**config.mk**
```make
export PLATFORM = sky130hd
export DESIGN_NAME = decoder_rr_arbiter
export DESIGN_NICKNAME = d
export VERILOG_FILES = /design/src/rtl/decoder_rr_arbiter_pkg.sv /design/src/rtl/decoder_3_8.sv /design/src/rtl/decoder_rr_arbiter.sv
export SDC_FILE = /design/constraint.sdc
export NUM_CORES = 1
export LEC_CHECK = 0
export ABC_AREA = 0
export BUFFER_PORTS_ARGS = -buffer_cell sky130_fd_sc_hd__buf_2
export CAP_MARGIN = 10
export CORE_MARGIN = 2
export CORE_UTILIZATION = 50
export CTS_CLUSTER_SIZE = 24
export DETAILED_ROUTE_END_ITERATION = 7
export PLACE_DENSITY = 0.73
export SYNTH_ARGS = -nofsm -noshare
export SYNTH_HDL_FRONTEND = slang
export SYNTH_HIERARCHICAL = 1
export SYNTH_SLANG_ARGS = --single-unit
```
**constraint.sdc**
```tcl
create_clock -name clk -period 6.05 [get_ports clk]
set_clock_uncertainty 0.15 [all_clocks]
set_input_delay 0.605 -clock clk [delete_from_list [all_inputs] [get_ports clk]]
set_output_delay 0.605 -clock clk [all_outputs]
set_load 0.01 [all_outputs]
```
**src/rtl/decoder_rr_arbiter_pkg.sv**
```systemverilog
// Shared constants and FSM state encoding for the round-robin grant arbiter.
package decoder_rr_arbiter_pkg;
  localparam int N_REQ = 8;
  localparam int IDX_W = 3;

  typedef enum logic [1:0] {
    ST_IDLE    = 2'd0,
    ST_GRANT   = 2'd1,
    ST_RELEASE = 2'd2
  } state_e;
endpackage

```
**src/rtl/decoder_3_8.sv**
```systemverilog
// 3-to-8 decoder with enable; all outputs low when E is low.
module decoder_3_8 (
  input  logic       E,
  input  logic [2:0] In,
  output logic [7:0] Out
);
  // one-hot select of the addressed output
  always_comb begin
    Out = '0;
    if (E) Out[In] = 1'b1;
  end
endmodule

```
**src/rtl/decoder_rr_arbiter.sv**
```systemverilog
// Round-robin arbiter for 8 agents sharing one decoded one-hot resource.
// A grant is held until done, implicit release (req drops) or hold timeout,
// followed by a single dead cycle before the next owner is selected.
module decoder_rr_arbiter
  import decoder_rr_arbiter_pkg::*;
#(
  parameter int HOLD_MAX = 16,
  parameter int CNT_W    = 5
) (
  input  logic             clk,
  input  logic             rst_n,
  input  logic             enable,
  input  logic [N_REQ-1:0] req,
  input  logic             done,
  output logic [N_REQ-1:0] gnt,
  output logic [IDX_W-1:0] gnt_idx,
  output logic             gnt_valid,
  output logic             timeout
);
  localparam logic [CNT_W-1:0] CNT_LAST = CNT_W'((HOLD_MAX == 0) ? 0 : HOLD_MAX - 1);
  localparam logic [CNT_W-1:0] CNT_SAT  = '1;

  state_e           r_state, w_state_nxt;
  logic [IDX_W-1:0] r_idx, w_idx_nxt;
  logic [IDX_W-1:0] r_ptr, w_ptr_nxt;
  logic             r_valid, w_valid_nxt;
  logic             r_timeout, w_timeout_nxt;
  logic [CNT_W-1:0] r_cnt, w_cnt_nxt;

  logic [N_REQ-1:0] w_elig;
  logic [IDX_W:0]   w_pick;
  logic             w_hit_lim;
  logic             w_rel;

  // First eligible agent after p, wrapping; MSB of the result flags a hit.
  // Scanning from the farthest offset down lets the nearest one win.
  function automatic logic [IDX_W:0] rr_pick(input logic [N_REQ-1:0] e,
                                             input logic [IDX_W-1:0] p);
    logic [IDX_W-1:0] c;
    rr_pick = '0;
    for (int i = N_REQ; i >= 1; i--) begin
      c = p + IDX_W'(i);
      if (e[c]) rr_pick = {1'b1, c};
    end
  endfunction

  assign w_elig    = req & {N_REQ{enable}};
  assign w_pick    = rr_pick(w_elig, r_ptr);
  assign w_hit_lim = (HOLD_MAX != 0) && (r_cnt == CNT_LAST);
  assign w_rel     = done || !req[r_idx] || w_hit_lim;

  // state and grant registers
  always_ff @(posedge clk or negedge rst_n) begin
    if (!rst_n) begin
      r_state   <= ST_IDLE;
      r_idx     <= '0;
      r_ptr     <= IDX_W'(N_REQ - 1);
      r_valid   <= 1'b0;
      r_timeout <= 1'b0;
      r_cnt     <= '0;
    end else begin
      r_state   <= w_state_nxt;
      r_idx     <= w_idx_nxt;
      r_ptr     <= w_ptr_nxt;
      r_valid   <= w_valid_nxt;
      r_timeout <= w_timeout_nxt;
      r_cnt     <= w_cnt_nxt;
    end
  end

  // next-state: pick winner from IDLE/RELEASE, hold or release in GRANT
  always_comb begin
    w_state_nxt   = r_state;
    w_idx_nxt     = r_idx;
    w_ptr_nxt     = r_ptr;
    w_valid_nxt   = r_valid;
    w_timeout_nxt = 1'b0;
    w_cnt_nxt     = r_cnt;
    case (r_state)
      ST_GRANT: begin
        if (w_rel) begin
          w_state_nxt   = ST_RELEASE;
          w_valid_nxt   = 1'b0;
          // flag only a release forced purely by the hold limit
          w_timeout_nxt = w_hit_lim && !done && req[r_idx];
        end else if (r_cnt != CNT_SAT) begin
          w_cnt_nxt = r_cnt + 1'b1;
        end
      end
      default: begin // ST_IDLE, ST_RELEASE
        if (w_pick[IDX_W]) begin
          w_state_nxt = ST_GRANT;
          w_idx_nxt   = w_pick[IDX_W-1:0];
          w_ptr_nxt   = w_pick[IDX_W-1:0];
          w_valid_nxt = 1'b1;
          w_cnt_nxt   = '0;
        end else begin
          w_state_nxt = ST_IDLE;
        end
      end
    endcase
  end

  decoder_3_8 u_dec (
    .E  (r_valid),
    .In (r_idx),
    .Out(gnt)
  );

  assign gnt_idx   = r_idx;
  assign gnt_valid = r_valid;
  assign timeout   = r_timeout;
endmodule

```
==> results of run 1 <==
-- final cells by class --
| type | count | area, um^2 |
|---|---|---|
| fillers | 277 | 1440 |
| multi-input cells | 147 | 1230 |
| flip-flops and latches | 15 | 379 |
| repair buffers | 24 | 120 |
| well taps | 46 | 57.6 |
| inverters | 9 | 33.8 |
| clock buffers | 4 | 26.3 |
-- kinds of logic (layout without fill, tap and decap cells) --
| kind of cell | after synthesis | after routing | synth area share |
|---|---|---|---|
| fa+ha+maj | 5 | 5 | 0.0369 |
| simple gates | 76 | 76 | 0.272 |
| xor+xnor | 5 | 5 | 0.0258 |
| compound gates | 35 | 35 | 0.173 |
| mux | 26 | 26 | 0.219 |
| buf+inv | 18 | 37 | 0.0502 |
| flops | 15 | 15 | 0.224 |
-- worst max path at each step --
stage,start,to,slack (ns),cells past startpoint
2_1_floorplan,r_ptr[0],gnt_idx[0],2.82,11
3_3_place_gp,r_ptr[0],gnt_idx[0],2.40,8
3_5_place_dp,r_ptr[0],gnt_idx[0],2.29,8
4_1_cts,r_ptr[0],gnt_idx[0],2.30,8
5_1_grt,r_ptr[0],gnt_idx[0],2.05,8
6_report,r_ptr[0],gnt_idx[0],2.30,8
-- power groups by stage --
stage | Clock [uW] | Sequential (uW) | Combinational [uW]
2_1_floorplan | 0 | 189 | 646
3_3_place_gp | 0 | 238 | 732
3_5_place_dp | 0 | 245 | 739
4_1_cts | 56.7 | 244 | 744
5_1_grt | 61.0 | 256 | 811
6_report | 54.7 | 244 | 744
-- per-stage QoR --
step / power, uW / hold WS [ns] / instances
final: 1040 / 0.0640 / 245
after floorplan: 836 / 0.159 / 180
after detailed placement: 984 / 0.358 / 241
after CTS: 1040 / 0.0707 / 245
after global placement: 970 / 0.351 / 241
after global routing: 1130 / 0.0720 / 245
-- Yosys cell counts (all sizes together), types with 2 or more instances --
master	number
o22ai	2
a311oi	2
xnor2	3
mux2i	12
a21o	2
ha	5
inv	9
and3	2
a221oi	2
and4bb	3
nor4	4
o21ai	5
nand4	2
and2	3
xor2	2
or2	2
buf	6
dfrtp	12
clkbuf	3
a22o	2
dfstp	3
mux2	6
nand2b	6
nand2	20
and4	3
or3	2
and4b	3
nand3	9
nor4b	2
nor2	9
mux4	8
a21oi	6
o221ai	2
o31ai	3
nor3	4
-- registers in the layout, indices dropped and copies added, names as in the netlist --
signal     count
gnt_idx        3
gnt_valid      1
r_ptr          3
r_cnt          5
r_state        2
timeout        1
-- layer usage --
layer	vias to the layer above	track usage
met2	62	0.313
met1	726	0.321
met5	-	0
met4	0	0.0500
met3	8	0.0362
li1	737	-
-- critical path, delay by kind of cell (launching register included) --
kind	cells	cell delay (ns)
buffers and inverters	1	0.09
AO/OA/AOI/OAI	1	0.55
AND/OR/NAND/NOR	3	0.50
flip-flops	1	0.83
multiplexers	2	0.97
adder cells (fa/ha/maj)	1	0.54
-- layout by cell type, fill, tap and decap left out, drive strengths merged, types with 2 or more instances in the layout --
cell    synthesis  routed
a21o            2       2
a21oi           6       6
a221oi          2       2
a22o            2       2
a311oi          2       2
and2            3       3
and3            2       2
and4            3       3
and4b           3       3
and4bb          3       3
buf             6      24
clkbuf          3       4
dfrtp          12      12
dfstp           3       3
ha              5       5
inv             9       9
mux2            6       6
mux2i          12      12
mux4            8       8
nand2          20      20
nand2b          6       6
nand3           9       9
nand4           2       2
nor2            9       9
nor3            4       4
nor4            4       4
nor4b           2       2
o21ai           5       5
o221ai          2       2
o22ai           2       2
o31ai           3       3
or2             2       2
or3             2       2
xnor2           3       3
xor2            2       2
==> results.sh, run 1 <==
export IMPL_crit_type="flip-flop to flip-flop"
export IMPL_clockBufferDepth=2
export IMPL_worst_setup_path_end_kind="flip-flop"
export IMPL_powerDensity_nw_per_um2=564
export IMPL_clk_transition_reported_paths_ns=0.08
export IMPL_synth_top_cells_by_area="dfrtp_1 (18%), mux4_2 (11%), mux2i_1 (7.1%), dfstp_2 (4.6%), nand2_1 (4.4%)"
export IMPL_routed_via_density=6.26
export IMPL_max_freq_mhz=267
export IMPL_antenna_found_initial=0
export IMPL_pwr_share_comb=0.714
export IMPL_grt_ovfl_total=0
export IMPL_startpoint_type="flip-flop"
export IMPL_ys_flop_type="dfrtp_1"
export IMPL_min_period_over_period=0.620
export IMPL_final_cell_area_um2=1850
export IMPL_grt_max_degree=22
export IMPL_die_area_um2=3870
export IMPL_final_layout_size_suffix_gt1_frac=0.286
export IMPL_area_growth_pct=9.00
export IMPL_syn_inst=180
export IMPL_grt_pass1_wl_mm=6.64
export IMPL_p_leak_uw=0.000812
export IMPL_power_switching_uw=523
export IMPL_fin_tns_setup_ns=0
export IMPL_path_cells="inv_1 -> ha_1 -> mux4_2 -> and3_1 -> nor2_2 -> nand2_1 -> o31ai_4 -> mux2_2"
export IMPL_slew_headroom=0.576
export IMPL_wl_per_cell_um=16.4
export IMPL_cts_sinks=15
export IMPL_synthArstFlopShare=1.00
export IMPL_port_buffers=24
export IMPL_drt_iter0_drc=100
export IMPL_dp_slack_ns=2.29
export IMPL_slowest_stage="dfstp_2"
export IMPL_place_area_um2=1820
export IMPL_ant_nets=0
export IMPL_postSynthAreaPerCell_um2=9.42
export IMPL_num_vias=1533
export IMPL_highest_layer="met4"
export IMPL_yosysUniqueCellTypes=61
export IMPL_final_util=0.563
export IMPL_antennaDiodeCount=0
export IMPL_status="finished, final reports clean"
export IMPL_cp_arrival_ns=3.77
export IMPL_cts_tree="built"
export IMPL_grt_pass1_vias=1349
export IMPL_pwr_share_seq=0.234
export IMPL_met2_length_mm=1.74
export IMPL_fp_coreArea_um2=3280
export IMPL_drc=0
export IMPL_route_met3_wl_um=253
export IMPL_synth_top_area_share=0.177
export IMPL_numCtsBuffers=3
export IMPL_tightestPinTransition_ns=0.635
export IMPL_syn_num_nets=197
export IMPL_final_max_slew_viol_count=0
export IMPL_rsz0062_at_grt="false"
export IMPL_reg2reg_from="r_ptr[0]"
export IMPL_synth_seq_area_share=0.224
export IMPL_pin_count=25
export IMPL_synth_seq_cells=15
export IMPL_clock_latency_ns=0.27
export IMPL_pwr_share_clk=0.052
export IMPL_period_needed_ns=3.75
export IMPL_htreeDepth=1
export IMPL_nets=217
export IMPL_synth_warnings=6
export IMPL_wl_met1_mm=1.93
export IMPL_maxCapViolations=0
export IMPL_cts_repair_resized=0
export IMPL_cts_root_buf="clkbuf_4"
export IMPL_die_y_um=62.2
export IMPL_reg2reg_to="gnt_idx[0]"
export IMPL_worst_r2r_path_depth=8
export IMPL_synth_edff_count=0
export IMPL_r2r_slack_ns=2.30
export IMPL_p_sw_frac=0.502
export IMPL_rows=21
export IMPL_synth_top_cell_by_area="dfrtp_1"
export IMPL_ir_drop_uv=432
export IMPL_postCtsSetupBuffers=0
export IMPL_die_w_um=62.2
export IMPL_dr_pass1_iters=4
export IMPL_hpwl_mm=3.14
export IMPL_setup_viol=0
export IMPL_hold_path_class="input port to async pin"
export IMPL_place_congestion=0.962
export IMPL_start_util=0.516
export IMPL_p_int_uw=520
export IMPL_worstPathRequired_ns=6.07
export IMPL_slowest_delay_ns=0.83
export IMPL_hold_viol=0
export IMPL_crit_fanout=20
export IMPL_grtUsageTotal=0.211
export IMPL_cts_hold_fix_buffers=0
export IMPL_wirelength_mm=4.01
export IMPL_syn_cell_area_um2=1700
export IMPL_finalWorstSetupSlack_ns=2.30
(Power assumes the default switching activity.)
==> inputs of run 2 (changes only) <==
==> constraint.sdc (replaced) <==
create_clock -name clk -period 3.8 [get_ports clk]
set_clock_uncertainty 0.15 [all_clocks]
set_input_delay 0.38 -clock clk [delete_from_list [all_inputs] [get_ports clk]]
set_output_delay 0.38 -clock clk [all_outputs]
set_load 0.01 [all_outputs]
==> results.sh, run 2 (synthesis results as in run 1) <==
export IMPL_status="finished, final reports clean"
export IMPL_wl_per_cell_um=16.9
export IMPL_dp_cells=243
export IMPL_htreeDepth=1
export IMPL_grt_pass1_vias=1512
export IMPL_fin_tns_setup_ns=0
export IMPL_crit_type="flip-flop to flip-flop"
export IMPL_reg2reg_from="r_ptr[1]"
export IMPL_pwr_share_comb=0.742
export IMPL_grtUsageTotal=0.231
export IMPL_drt_iter0_drc=106
export IMPL_p_int_uw=846
export IMPL_max_freq_mhz=294
export IMPL_pin_count=25
export IMPL_wl_met1_mm=1.74
export IMPL_cts_repair_resized=0
export IMPL_final_cell_mix="buf_2 (24), nand2_1 (20), mux2i_1 (12), dfrtp_1 (12), nand3_1 (9)"
export IMPL_antennaDiodeCount=0
export IMPL_die_y_um=62.2
export IMPL_final_util=0.570
export IMPL_nFillCells=282
export IMPL_place_congestion=1.01
export IMPL_p_leak_uw=0.000826
export IMPL_clockBufferDepth=2
export IMPL_final_layout_size_suffix_gt1_frac=0.292
export IMPL_setup_viol=0
export IMPL_grt_pass1_wl_mm=7.24
export IMPL_largest_reg_flops=5
export IMPL_area_growth_pct=10.5
export IMPL_largest_register="r_cnt"
export IMPL_route_met3_wl_um=369
export IMPL_wirelength_mm=4.19
export IMPL_rsz0062_at_grt="false"
export IMPL_instances_no_fill=248
export IMPL_startpoint_type="flip-flop"
export IMPL_r2r_slack_ns=0.40
export IMPL_hpwl_mm=3.22
export IMPL_slew_headroom=0.615
export IMPL_cts_tree="built"
export IMPL_worstPathRequired_ns=3.82
export IMPL_min_period_over_period=0.895
export IMPL_antenna_found_initial=0
export IMPL_cts_root_buf="clkbuf_4"
export IMPL_rows=21
export IMPL_crit_fanout=10
export IMPL_cp_startpoint="r_ptr[1]"
export IMPL_clock_latency_ns=0.28
export IMPL_grt_max_degree=22
export IMPL_hold_viol=0
export IMPL_reg2reg_to="gnt_idx[0]"
export IMPL_final_max_slew_viol_count=0
export IMPL_ant_nets=0
export IMPL_met2_length_mm=1.96
export IMPL_pwr_share_clk=0.052
export IMPL_cts_sinks=15
export IMPL_period_needed_ns=3.40
export IMPL_pwr_share_seq=0.206
export IMPL_worst_setup_path_end_kind="flip-flop"
export IMPL_final_common_cell="buf_2"
export IMPL_highest_layer="met4"
export IMPL_dr_pass1_iters=5
export IMPL_cts_hold_fix_buffers=1
export IMPL_power_uw=1690
export IMPL_port_buffers=24
export IMPL_maxCapViolations=0
export IMPL_hold_depth=3
export IMPL_numCtsBuffers=3
export IMPL_p_sw_frac=0.500
export IMPL_routed_via_density=6.43
export IMPL_ir_drop_uv=429
export IMPL_endpoint="gnt_idx[0]"
export IMPL_cp_arrival_ns=3.42
export IMPL_die_w_um=62.2
export IMPL_fp_coreArea_um2=3280
export IMPL_tightestPinTransition_ns=0.576
export IMPL_die_area_um2=3870
export IMPL_powerDensity_nw_per_um2=902
export IMPL_worst_r2r_path_depth=8
export IMPL_num_vias=1595
export IMPL_grt_ovfl_total=0
export IMPL_clk_transition_reported_paths_ns=0.08
export IMPL_postCtsSetupBuffers=0
export IMPL_start_util=0.516
export IMPL_power_switching_uw=845
export IMPL_nets=220
export IMPL_drc=0
export IMPL_hold_path_class="input port to flip-flop"
==> run 2: layout make-up <==
cell class	instances	area [um^2]	area share
clock buffer	4	26.3	0.0140
inverter	9	33.8	0.0180
multi-input combinational	147	1230	0.657
sequential	15	379	0.202
tap	46	57.6	0.0307
timing repair buffer	27	145	0.0775
==> run 2: worst min path at each step <==
stage | startpoint | end
after floorplan | rst_n | gnt_idx[0]
after global placement | rst_n | r_cnt[4]
after detailed placement | rst_n | r_cnt[2]
after CTS | done | r_state[0]
after global routing | done | r_state[0]
final | done | r_state[0]
==> run 2: layer usage <==
metal / vias to the layer above / track usage
li1: 744 / -
met1: 739 / 0.298
met2: 98 / 0.380
met3: 14 / 0.0453
met4: 0 / 0.100
met5: - / 0
==> run 2: power by group through the flow <==
| stage | clock network [uW] | logic (uW) | registers, uW |
|---|---|---|---|
| 5_1_grt | 102 | 1380 | 363 |
| 3_3_place_gp | 0 | 1220 | 340 |
| 4_1_cts | 91.1 | 1240 | 345 |
| 2_1_floorplan | 0 | 1030 | 301 |
| 6_report | 88.4 | 1250 | 348 |
| 3_5_place_dp | 0 | 1240 | 349 |
==> run 2: worst max-delay path: stages, from the launching register on <==
cell and delay (ns):
dfstp_2 0.62, inv_2 0.12, ha_1 0.52, mux4_2 0.57
and3_1 0.21, nor2_2 0.18, nand2_1 0.12, o31ai_4 0.42
mux2_2 0.38
==> run 2: through the flow <==
stage | setup slack, ns | cell area (um^2) | hold WS (ns)
floorplan | 0.567 | 1700 | -0.0656
global placement | 0.529 | 1840 | 0.138
detailed placement | 0.415 | 1840 | 0.147
CTS | 0.392 | 1870 | 0.283
global route | 0.189 | 1870 | 0.314
finish | 0.400 | 1870 | 0.293
==> inputs of run 3 (changes only) <==
==> constraint.sdc (replaced) <==
create_clock -name clk -period 3.25 [get_ports clk]
set_clock_uncertainty 0.15 [all_clocks]
set_input_delay 0.325 -clock clk [delete_from_list [all_inputs] [get_ports clk]]
set_output_delay 0.325 -clock clk [all_outputs]
set_load 0.01 [all_outputs]
==> results.sh, run 3 (synthesis results as in run 1) <==
export IMPL_status="finished, final reports clean"
export IMPL_hold_start="done"
export IMPL_max_freq_mhz=328
export IMPL_grt_pass1_wl_mm=7.16
export IMPL_tightestPinTransition_ns=0.620
export IMPL_worstPathRequired_ns=3.29
export IMPL_drc=0
export IMPL_cts_tree="built"
export IMPL_worst_r2r_path_depth=10
export IMPL_setup_viol=0
export IMPL_grtUsageTotal=0.229
export IMPL_largest_register="r_cnt"
export IMPL_hold_viol=0
export IMPL_min_period_over_period=0.939
export IMPL_routed_via_density=6.45
export IMPL_clockBufferDepth=2
export IMPL_start_util=0.516
export IMPL_drt_iter0_drc=98
export IMPL_num_vias=1645
export IMPL_largest_reg_flops=5
export IMPL_final_max_slew_viol_count=0
export IMPL_hold_depth=3
export IMPL_nets=227
export IMPL_reg2reg_to="gnt_idx[2]"
export IMPL_die_area_um2=3870
export IMPL_final_cell_mix="buf_2 (24), nand2_1 (20), mux2i_1 (12), dfrtp_1 (12), nand3_1 (9)"
export IMPL_reg2reg_from="r_ptr[1]"
export IMPL_fp_coreArea_um2=3280
export IMPL_clock_latency_ns=0.29
export IMPL_antennaDiodeCount=0
export IMPL_place_congestion=0.932
export IMPL_numCtsBuffers=3
export IMPL_maxCapViolations=0
export IMPL_htreeDepth=1
export IMPL_worst_path_buf_inv=2
export IMPL_worst_setup_path_end_kind="flip-flop"
export IMPL_wl_per_cell_um=17.2
export IMPL_grt_max_degree=21
export IMPL_path_cells="inv_2 -> ha_1 -> mux4_2 -> and3_1 -> nor2_2 -> nand2_1 -> o31ai_4 -> buf_12 -> a221oi_2 -> a21o_1"
export IMPL_ant_nets=0
export IMPL_p_leak_uw=0.000868
export IMPL_port_buffers=24
export IMPL_instances_no_fill=255
export IMPL_powerDensity_nw_per_um2=1100
export IMPL_final_layout_size_suffix_gt1_frac=0.321
export IMPL_rsz0062_at_grt="false"
export IMPL_rows=21
export IMPL_crit_type="flip-flop to flip-flop"
export IMPL_pin_count=25
export IMPL_slew_headroom=0.583
export IMPL_crit_fanout=9
export IMPL_grt_pass1_vias=1550
export IMPL_area_growth_pct=14.4
export IMPL_postCtsSetupBuffers=0
export IMPL_r2r_slack_ns=0.20
export IMPL_ir_drop_uv=579
export IMPL_fin_tns_setup_ns=0
export IMPL_final_common_cell="buf_2"
export IMPL_dr_pass1_iters=5
export IMPL_cts_root_buf="clkbuf_4"
export IMPL_startpoint_type="flip-flop"
export IMPL_grt_ovfl_total=0
export IMPL_clk_transition_reported_paths_ns=0.09
export IMPL_die_y_um=62.2
export IMPL_cts_sinks=15
export IMPL_die_w_um=62.2
export IMPL_hpwl_mm=3.49
export IMPL_cp_arrival_ns=3.09
export IMPL_cp_top_family="simple AND/OR/NAND/NOR gates"
export IMPL_slowest_stage="dfstp_2"
export IMPL_slowest_delay_ns=0.56
export IMPL_whs_ns=0.262
export IMPL_antenna_found_initial=0
export IMPL_hold_end="r_state[0]"
export IMPL_period_needed_ns=3.05
export IMPL_wirelength_mm=4.39
export IMPL_dp_cells=250
export IMPL_hold_path_class="input port to flip-flop"
-- run 3: cell types whose count changed in the layout (fill, tap and decap cells not counted), sizes merged --
cell	delta
buf	+7
clkbuf	-1
clkinv	+1
-- run 3: area by class of cell --
class,count,area (um^2)
Sequential cell,15,379
Fill cell,276,1350
Inverter,9,33.8
Timing Repair Buffer,34,210
Multi-Input combinational cell,147,1230
Clock buffer,3,22.5
Clock inverter,1,5.00
Tap cell,46,57.6
-- run 3: worst max-delay path by stage --
stage          startpoint    endpoint  depth (start not counted)
4_1_cts          r_ptr[1]  gnt_idx[2]                         10
3_5_place_dp     r_ptr[1]  gnt_idx[2]                         10
6_report         r_ptr[1]  gnt_idx[2]                         10
2_1_floorplan    r_ptr[0]  gnt_idx[0]                         11
3_3_place_gp     r_ptr[1]  gnt_idx[0]                          8
5_1_grt          r_ptr[1]  gnt_idx[2]                         10
-- run 3: layer usage --
metal  global-route usage  vias to the layer above  share of wire
met5                    0                        -              0
met4               0.0778                        0          0.033
met3               0.0344                       17          0.072
met2                0.382                       95           0.47
met1                0.305                      781           0.43
li1                     -                      752              -
-- run 3: stage by stage --
step / area, um^2 / power, uW / util / setup slack, ns
finish: 1940 / 2130 / 0.590 / 0.198
global route: 1940 / 2270 / 0.590 / 0.0642
CTS: 1940 / 2100 / 0.590 / 0.211
detailed placement: 1900 / 1990 / 0.579 / 0.230
global placement: 1900 / 1950 / 0.579 / 0.270
floorplan: 1700 / 1560 / - / 0.0169
-- run 3: worst reg2reg max path, delay by kind of cell, from the launching register on --
kind,cells,cell delay (ns)
simple gates,3,0.57
mux,1,0.55
buf+inv,2,0.21
flops,1,0.56
fa+ha+maj,1,0.39
compound gates,3,0.52
-- run 3: report_power, final --
group / total [uW] / internal [uW] / switching, uW
combinational: 1650 / 765 / 886
sequential: 367 / 271 / 96.5
clock: 107 / 45.8 / 61.6
-- run 3: what timing repair did --
item	CTS	global route
hold buffers	1	0
resized for setup	0	0
hold endpoints to repair	12	0
